File: src/rtl/cjb_nchan_rr_mux_v_if.sv
// Handshake bundle for the m-channel registered mux.
// slave = the mux itself, master = whoever drives the channels and consumes f.
interface cjb_nchan_rr_mux_v_if #(
  parameter int n  = 8,
  parameter int m  = 4,
  parameter int sw = 2
);
  logic [m*n-1:0] d;
  logic [m-1:0]   d_valid;
  logic [m-1:0]   d_ready;
  logic           mode;
  logic [sw-1:0]  s;
  logic [n-1:0]   f;
  logic [sw-1:0]  f_ch;
  logic           f_valid;
  logic           f_ready;

  modport slave (
    input  d, d_valid, mode, s, f_ready,
    output d_ready, f, f_ch, f_valid
  );

  modport master (
    output d, d_valid, mode, s, f_ready,
    input  d_ready, f, f_ch, f_valid
  );
endinterface

File: src/rtl/cjb_nchan_rr_mux_v.sv
// m-channel, n-bit registered mux with direct or round-robin selection.
// One output register stage; full throughput when downstream is always ready.
module cjb_nchan_rr_mux_v #(
  parameter int n  = 8,
  parameter int m  = 4,
  parameter int sw = 2
) (
  input  logic                clock,
  input  logic                resetn,
  cjb_nchan_rr_mux_v_if.slave bus,
  output logic [sw-1:0]       dbg_ptr_o
);

  // Handshake rule on every channel and on f: a word moves on a rising edge
  // exactly when valid && ready; valid never waits for ready.

  logic [n-1:0]  f_q, f_d;
  logic [sw-1:0] f_ch_q, f_ch_d;
  logic          f_valid_q, f_valid_d;
  logic [sw-1:0] ptr_q, ptr_d;

  logic          ld;
  logic [m-1:0]  gnt;
  logic          gnt_any;
  logic [sw-1:0] gnt_idx;
  logic [n-1:0]  gnt_data;
  logic [sw:0]   rr_cand;
  logic          rr_found;
  logic [sw-1:0] rr_idx;

  assign ld = !f_valid_q || bus.f_ready;

  always_comb begin
    gnt      = '0;
    rr_cand  = '0;
    rr_found = 1'b0;
    rr_idx   = '0;
    if (!bus.mode) begin
      if ({1'b0, bus.s} < (sw+1)'(m)) begin
        gnt[bus.s] = bus.d_valid[bus.s] & ld;
      end
    end else begin
      // Scan from ptr upward; the candidate index wraps back below m.
      for (int i = 0; i < m; i++) begin
        rr_cand = {1'b0, ptr_q} + (sw+1)'(i);
        if (rr_cand >= (sw+1)'(m)) begin
          rr_cand = rr_cand - (sw+1)'(m);
        end
        if (!rr_found && bus.d_valid[rr_cand[sw-1:0]]) begin
          rr_found = 1'b1;
          rr_idx   = rr_cand[sw-1:0];
        end
      end
      gnt[rr_idx] = rr_found & ld;
    end
  end

  always_comb begin
    gnt_idx  = '0;
    gnt_data = '0;
    for (int k = 0; k < m; k++) begin
      if (gnt[k]) begin
        gnt_idx  = sw'(k);
        gnt_data = bus.d[k*n +: n];
      end
    end
  end

  assign gnt_any = |gnt;

  always_comb begin
    f_d       = f_q;
    f_ch_d    = f_ch_q;
    f_valid_d = f_valid_q;
    ptr_d     = ptr_q;
    if (gnt_any) begin
      f_d       = gnt_data;
      f_ch_d    = gnt_idx;
      f_valid_d = 1'b1;
      if (bus.mode) begin
        ptr_d = (gnt_idx == sw'(m-1)) ? '0 : gnt_idx + sw'(1);
      end
    end else if (f_valid_q && bus.f_ready) begin
      f_valid_d = 1'b0;
    end
  end

  always_ff @(posedge clock or negedge resetn) begin
    if (!resetn) begin
      f_q       <= '0;
      f_ch_q    <= '0;
      f_valid_q <= 1'b0;
      ptr_q     <= '0;
    end else begin
      f_q       <= f_d;
      f_ch_q    <= f_ch_d;
      f_valid_q <= f_valid_d;
      ptr_q     <= ptr_d;
    end
  end

  // Ready is forced low while reset is held, independent of the grant path.
  assign bus.d_ready = resetn ? gnt : '0;
  assign bus.f       = f_q;
  assign bus.f_ch    = f_ch_q;
  assign bus.f_valid = f_valid_q;
  assign dbg_ptr_o   = ptr_q;

endmodule

File: src/flat_wrapper.sv
// flat-port wrapper written by rule: the top's interface ports become plain ports
module cjb_nchan_rr_mux_v_flat 
#(
  parameter int n  = 8,
  parameter int m  = 4,
  parameter int sw = 2
)
  (clock, resetn, dbg_ptr_o, bus_d, bus_d_valid, bus_mode, bus_s, bus_f_ready, bus_d_ready, bus_f, bus_f_ch, bus_f_valid);
  cjb_nchan_rr_mux_v_if #(.n(n), .m(m), .sw(sw)) bus_i ();
  input  logic clock;
  input  logic resetn;
  output logic [sw-1:0] dbg_ptr_o;
  input wire logic [$bits(bus_i.d)-1:0] bus_d;
  input wire logic [$bits(bus_i.d_valid)-1:0] bus_d_valid;
  input wire logic [$bits(bus_i.mode)-1:0] bus_mode;
  input wire logic [$bits(bus_i.s)-1:0] bus_s;
  input wire logic [$bits(bus_i.f_ready)-1:0] bus_f_ready;
  output wire logic [$bits(bus_i.d_ready)-1:0] bus_d_ready;
  output wire logic [$bits(bus_i.f)-1:0] bus_f;
  output wire logic [$bits(bus_i.f_ch)-1:0] bus_f_ch;
  output wire logic [$bits(bus_i.f_valid)-1:0] bus_f_valid;
  assign bus_i.d = bus_d;
  assign bus_i.d_valid = bus_d_valid;
  assign bus_i.mode = bus_mode;
  assign bus_i.s = bus_s;
  assign bus_i.f_ready = bus_f_ready;
  assign bus_d_ready = bus_i.d_ready;
  assign bus_f = bus_i.f;
  assign bus_f_ch = bus_i.f_ch;
  assign bus_f_valid = bus_i.f_valid;
  cjb_nchan_rr_mux_v #(.n(n), .m(m), .sw(sw)) u_core (.clock(clock), .resetn(resetn), .bus(bus_i), .dbg_ptr_o(dbg_ptr_o));
endmodule
File: config.mk
export PLATFORM = sky130hd
export DESIGN_NAME = cjb_nchan_rr_mux_v_flat
export DESIGN_NICKNAME = d
export VERILOG_FILES = /design/src/rtl/cjb_nchan_rr_mux_v_if.sv /design/src/rtl/cjb_nchan_rr_mux_v.sv /design/src/flat_wrapper.sv
export SDC_FILE = /design/constraint.sdc
export NUM_CORES = 1
export LEC_CHECK = 0
export BUFFER_PORTS_ARGS = -buffer_cell sky130_fd_sc_hd__buf_2
export CAP_MARGIN = 25
export CELL_PAD_IN_SITES_DETAIL_PLACEMENT = 1
export CELL_PAD_IN_SITES_GLOBAL_PLACEMENT = 2
export CORE_MARGIN = 1.5
export CORE_UTILIZATION = 27
export CTS_BUF_LIST = sky130_fd_sc_hd__clkbuf_8 sky130_fd_sc_hd__clkbuf_16
export DETAILED_ROUTE_END_ITERATION = 7
export GPL_TIMING_DRIVEN = 0
export PLACE_DENSITY = 0.91
export SYNTH_ARGS = -nofsm -noshare
export SYNTH_HDL_FRONTEND = slang
export SYNTH_SLANG_ARGS = --single-unit
File: constraint.sdc
create_clock -name clock -period 5.9 [get_ports clock]
set_clock_uncertainty 0.2 [all_clocks]
set_input_delay 0.295 -clock clock [delete_from_list [all_inputs] [get_ports clock]]
set_output_delay 0.295 -clock clock [all_outputs]
set_load 0.01 [all_outputs]
Yosys cells after proc, flatten, opt, wreduce, memory -nomap -nowiden
Cells that the tools add are included.
{ "op_classes": {"n_mux": 47, "add_sub_neg": 8, "bitwise": 4, "eq_ne": 1, "reduce_logical": 14, "magnitude_cmp": 12} }
{ "ops": {"columns": ["operator", "count"], "rows": [
  ["$mux W2", 16],
  ["$mux W8", 4],
  ["$lt A2 B3 Y1 const B", 6],
  ["$mux W1", 18],
  ["$bmux W1 S2", 5],
  ["$ge A3 B3 Y1 const B", 3],
  ["$and A4 B4 Y4", 2],
  ["$mux W4", 2],
  ["$sub A2 B1 Y2 const B", 4],
  ["$add A2 B2 Y3 const B", 2],
  ["$logic_and A1 B1 Y1", 6],
  ["$demux W1 S2", 2],
  ["$ge A2 B1 Y1 const B", 2],
  ["$logic_not A1 Y1", 4],
  ["$reduce_or A4 Y1", 1],
  ["$add A2 B1 Y3 const B", 1],
  ["$ge A2 B3 Y1 const B", 1],
  ["$add A2 B1 Y2 const B", 1],
  ["$and A1 B1 Y1", 2],
  ["$eq A2 B2 Y1 const B", 1],
  ["$reduce_and A2 Y1", 1],
  ["$reduce_bool A2 Y1", 1],
  ["$logic_or A1 B1 Y1", 1]
]} }
{ "totals": {"word_cells": 90, "register_bits": 13} }

Depth between registers and ports, before layout
{ "depth": {"word_depth": 30, "ltp_mapped": 8, "ltp_nobuf": 6} }

Least setup slack after synthesis
OpenSTA, ideal clock, no wires.
{ "synth_path": {"path_type": "reg-to-output", "start": "register u_core.ptr_q[1] (netlist: u_core.dbg_ptr_o[1])", "end": "output port bus_d_ready[1]", "arrival_ns": 1.649, "stages_incl_launch_ff": 7, "path_slack_ns": 3.756, "required_time_ns": 5.405, "cell_sequence": "dfrtp_1 buf_2 nand2b_1 and3_1 nor4_4 a21oi_1 nor2b_1"} }
{ "synth_between": {"elab_chain_len": 26, "elab_cells_between_ends": 55, "cone_classes": "7 x add/sub; 6 x order compare; 33 x mux; 2 x bitwise; 7 x reduce/logical"} }
{ "synth_lines": {"columns": ["item", "line_no", "rtl"], "rows": [
  ["from (decl)", "cjb_nchan_rr_mux_v.sv:20", "logic [sw-1:0] ptr_q, ptr_d;"],
  ["from (signal assigned)", "cjb_nchan_rr_mux_v.sv:98", "ptr_q <= ptr_d;"],
  ["$ge A2 B3 Y1 or $sub A2 B1 Y2 (tied branches)", "cjb_nchan_rr_mux_v.sv:46, cjb_nchan_rr_mux_v.sv:47", null],
  ["$mux W2", "cjb_nchan_rr_mux_v.sv:46", "if (rr_cand >= (sw+1)'(m)) begin"],
  ["$mux W2", "cjb_nchan_rr_mux_v.sv:38", "if (!bus.mode) begin"],
  ["$bmux W1 S2", "cjb_nchan_rr_mux_v.sv:49", "if (!rr_found && bus.d_valid[rr_cand[sw-1:0]]) begin"],
  ["$mux W1 (implied by the code)", "cjb_nchan_rr_mux_v.sv:49", null],
  ["$mux W1", "cjb_nchan_rr_mux_v.sv:49", null],
  ["$mux W1", "cjb_nchan_rr_mux_v.sv:38", null],
  ["$logic_not A1 Y1", "cjb_nchan_rr_mux_v.sv:49", null],
  ["(+10 left out)", null, null],
  ["$mux W2", "cjb_nchan_rr_mux_v.sv:38", null],
  ["$lt A2 B3 Y1 (implied by the code) or $ge A2 B1 Y1 (tied branches)", "cjb_nchan_rr_mux_v.sv:54", "gnt[rr_idx] = rr_found & ld;"],
  ["$logic_and A1 B1 Y1 (implied by the code)", "cjb_nchan_rr_mux_v.sv:54", null],
  ["$mux W1 (implied by the code)", "cjb_nchan_rr_mux_v.sv:54", null],
  ["$demux W1 S2", null, null],
  ["$and A4 B4 Y4 (no source line) (*)", null, null],
  ["$mux W4 (*)", "cjb_nchan_rr_mux_v.sv:38", null],
  ["$mux W4 (*)", "cjb_nchan_rr_mux_v.sv:103", "assign bus.d_ready = resetn ? gnt : '0;"],
  ["to (decl)", "flat_wrapper.sv:18", "output wire logic [$bits(bus_i.d_ready)-1:0] bus_d_ready;"]
]} }
Mark *: on every way between the ends. The rest lies on a longest branch, timed or not. The select of a mux whose other input is x is not followed.

Final worst setup path
Same ends and word-level chain as after synthesis.

==> results.toml <==
[min_path]
hold_depth = 3
hold_end = "u_core.bus.f[2]"
hold_class = "in -> reg"
min_from = "bus_d[18]"

[timing]
whs_ns = 0.139
rsz0062_at_grt = "false"
setup_viol_count_final = 0
relSlewSlack = 0.630
finalHoldViolCount = 0
tns_ns = 0
post-route-min-period_ns = 2.64
tightestPinTransition_ns = 0.554
final_max_slew_viol_count = 0
period_share = 0.447
max_clock_freq_mhz = 379

[floorplan]
rows = 23
io_pins = 59
die_area_sq_um = 4790
die_y_um = 69.2
initial_core_util = 0.288
die_x_um = 69.2
core_sq_um = 4120

[pwr]
sw_frac_of_total = 0.415
intPower_uw = 269
power_frac_comb = 0.512
leakage_nw = 0.719
vdd.ir_drop.worst_mv = 0.119
clkPwrFrac = 0.180
pwr_density_cell_nw_per_um2 = 286
p_total_uw = 459
seq_power_share = 0.308
p_switching_uw = 191

[critical_path]
end_kind = "output port"
critical_path_class = "reg -> out"
reg2reg_slack_ns = 3.73
crit_required_ns = 5.41
cp.arrival_ns = 2.14
rr_startpoint = "u_core.dbg_ptr_o[1]"
worst-path-max-fanout = 9
timing.rr.end = "u_core.bus.f[1]"
cp-start-kind = "flip-flop"
reg2regPathDepth = 8

[global_route]
grt_pass1_vias = 1536
grt_max_degree = 18
grt_pass1_wl_um = 7300
grt_usage = 0.187
antenna_found_initial = 0
grt-ovfl-total = 0

[synthesis]
synthArstFlopShare = 1.00
synth.cell_area_sq_um = 1180
synth.area.mux_share = 0.105
synth_top_family_by_area = "compound AO/OA/AOI/OAI gates"
synth.top_cells.by_count = "dfrtp_1 (13), nand2_1 (11), a22oi_1 (9), mux2i_1 (9), a21oi_1 (8)"
yosys.area_share.simple = 0.236
synthFlopType = "dfrtp_1"
synth_fa_ha_area_frac = 0
synth_nets = 174
ys_seq_elements = 13
synth_cell_types = 46
yosysMostFrequentCell = "dfrtp_1"
synth_area_leaders = "dfrtp_1 (27%), mux2i_1 (7.6%), a22oi_1 (5.7%)"
ys_warn_count = 0
synth_edf_count = 0
synth-xor-area-share = 0
synth-compound-area-share = 0.349
ys_seq_area_frac = 0.275
synth.avg_cell_area_sq_um = 8.97
yosys.area.top_type = "dfrtp_1"
synth_top_area_share = 0.275
syn_inst = 132

[place]
port_buffers = 58
gp_congestion = 0.868
dp_cells = 242
placed_area_sq_um = 1550
hpwl_um = 3470

[finish]
diodes = 0
area_growth_pct = 35.5
multi_input_area_sq_um = 816
final_cell_count_no_fill = 247
regArea_sq_um = 325
fill_cells = 513
drive_gt1_frac = 0.406
nNetsFinal = 240
final_cell_area_sq_um = 1600

[clock_network]
ctsResizeCount = 0
cts.sinks = 13
clock_path_buffers = 2
htreeDepth = 1
cts_root_buf = "clkbuf_8"
cts_buffers = 3
cts_tree = "yes"
clk_latency_ns = 0.25
cts.clk_slew.worst_paths_ns = 0.07

[route]
drt-total-wl_um = 4520
viasPerCell = 5.70
vias = 1408
antenna_left = 0
post-route-drc-count = 0
first_pass_iters = 4
drt_iter0_markers = 72
routedWlPerCell_um = 18.3

[outcome]
outcome = "finished clean"

[run]
drv_cap = 0
[cell type report]
cell class / instances / area share
inverter: 1 / 0.00234
multi-input combinational: 113 / 0.509
timing repair buffer: 61 / 0.195
clock inverter: 1 / 0.00234
buffer: 5 / 0.0242
clock buffer: 3 / 0.0257
sequential: 13 / 0.203
tap: 50 / 0.0390
[layout by cell type, fill, tap and decap left out, drive strengths merged, types with 6 or more instances in the layout]
cell type	n
nand2b	6
nor2	6
nand2	11
buf	64
mux2i	9
a21oi	10
dfrtp	13
a22oi	9
o21ai	8
[power groups by stage]
stage	clock (mW)	sequential, mW	combinational, mW
detailed placement	0	0.141	0.233
global placement	0	0.141	0.227
global route	0.0867	0.145	0.256
floorplan	0	0.153	0.132
finish	0.0827	0.142	0.235
CTS	0.0837	0.141	0.236
[what timing repair did]
item,in CTS,in global routing
setup buffers,0,0
hold buffers,1,0
endpoints found under the hold margin,13,0
[worst max-delay path by stage]
stage	start	endpoint	slack, ns	cells after the start
global route	u_core.dbg_ptr_o[1]	bus_d_ready[2]	3.17	8
global placement	bus_mode	bus_d_ready[1]	3.28	6
floorplan	u_core.dbg_ptr_o[1]	bus_d_ready[1]	3.76	6
detailed placement	bus_d_valid[2]	bus_d_ready[2]	3.52	7
finish	u_core.dbg_ptr_o[1]	bus_d_ready[1]	3.26	7
CTS	u_core.dbg_ptr_o[1]	bus_d_ready[1]	3.26	7
[layer usage]
layer	global-route usage	wire (um)
met1	0.228	2100
met2	0.333	2100
met3	0.0320	229
met4	0.0566	99
met5	0	0
[registers in the layout, summed over array words and instances, names as in the netlist]
| register | cells |
|---|---|
| u_core.bus.f_valid | 1 |
| u_core.dbg_ptr_o | 2 |
| u_core.bus.f_ch | 2 |
| u_core.bus.f | 8 |
[per-stage QoR]
| stage | worst slack [ns] | util |
|---|---|---|
| 2_1_floorplan | 3.76 | - |
| 3_3_place_gp | 3.28 | 0.373 |
| 3_5_place_dp | 3.52 | 0.376 |
| 4_1_cts | 3.26 | 0.390 |
| 5_1_grt | 3.17 | 0.390 |
| 6_report | 3.26 | 0.390 |
[worst max-delay path, stage by stage (launching register included)]
cell,delay (ns)
dfrtp_1,0.37
buf_2,0.17
nand2b_1,0.18
and3_1,0.23
nor4_4,0.42
a21oi_1,0.22
nor2b_1,0.16
buf_2,0.14
[cells by family after synthesis]
group	count (synthesis)
AO/OA/AOI/OAI	55
AND/OR/NAND/NOR	46
multiplexers	12
flip-flops	13
buffers and inverters	6
(Power assumes the default switching activity.)
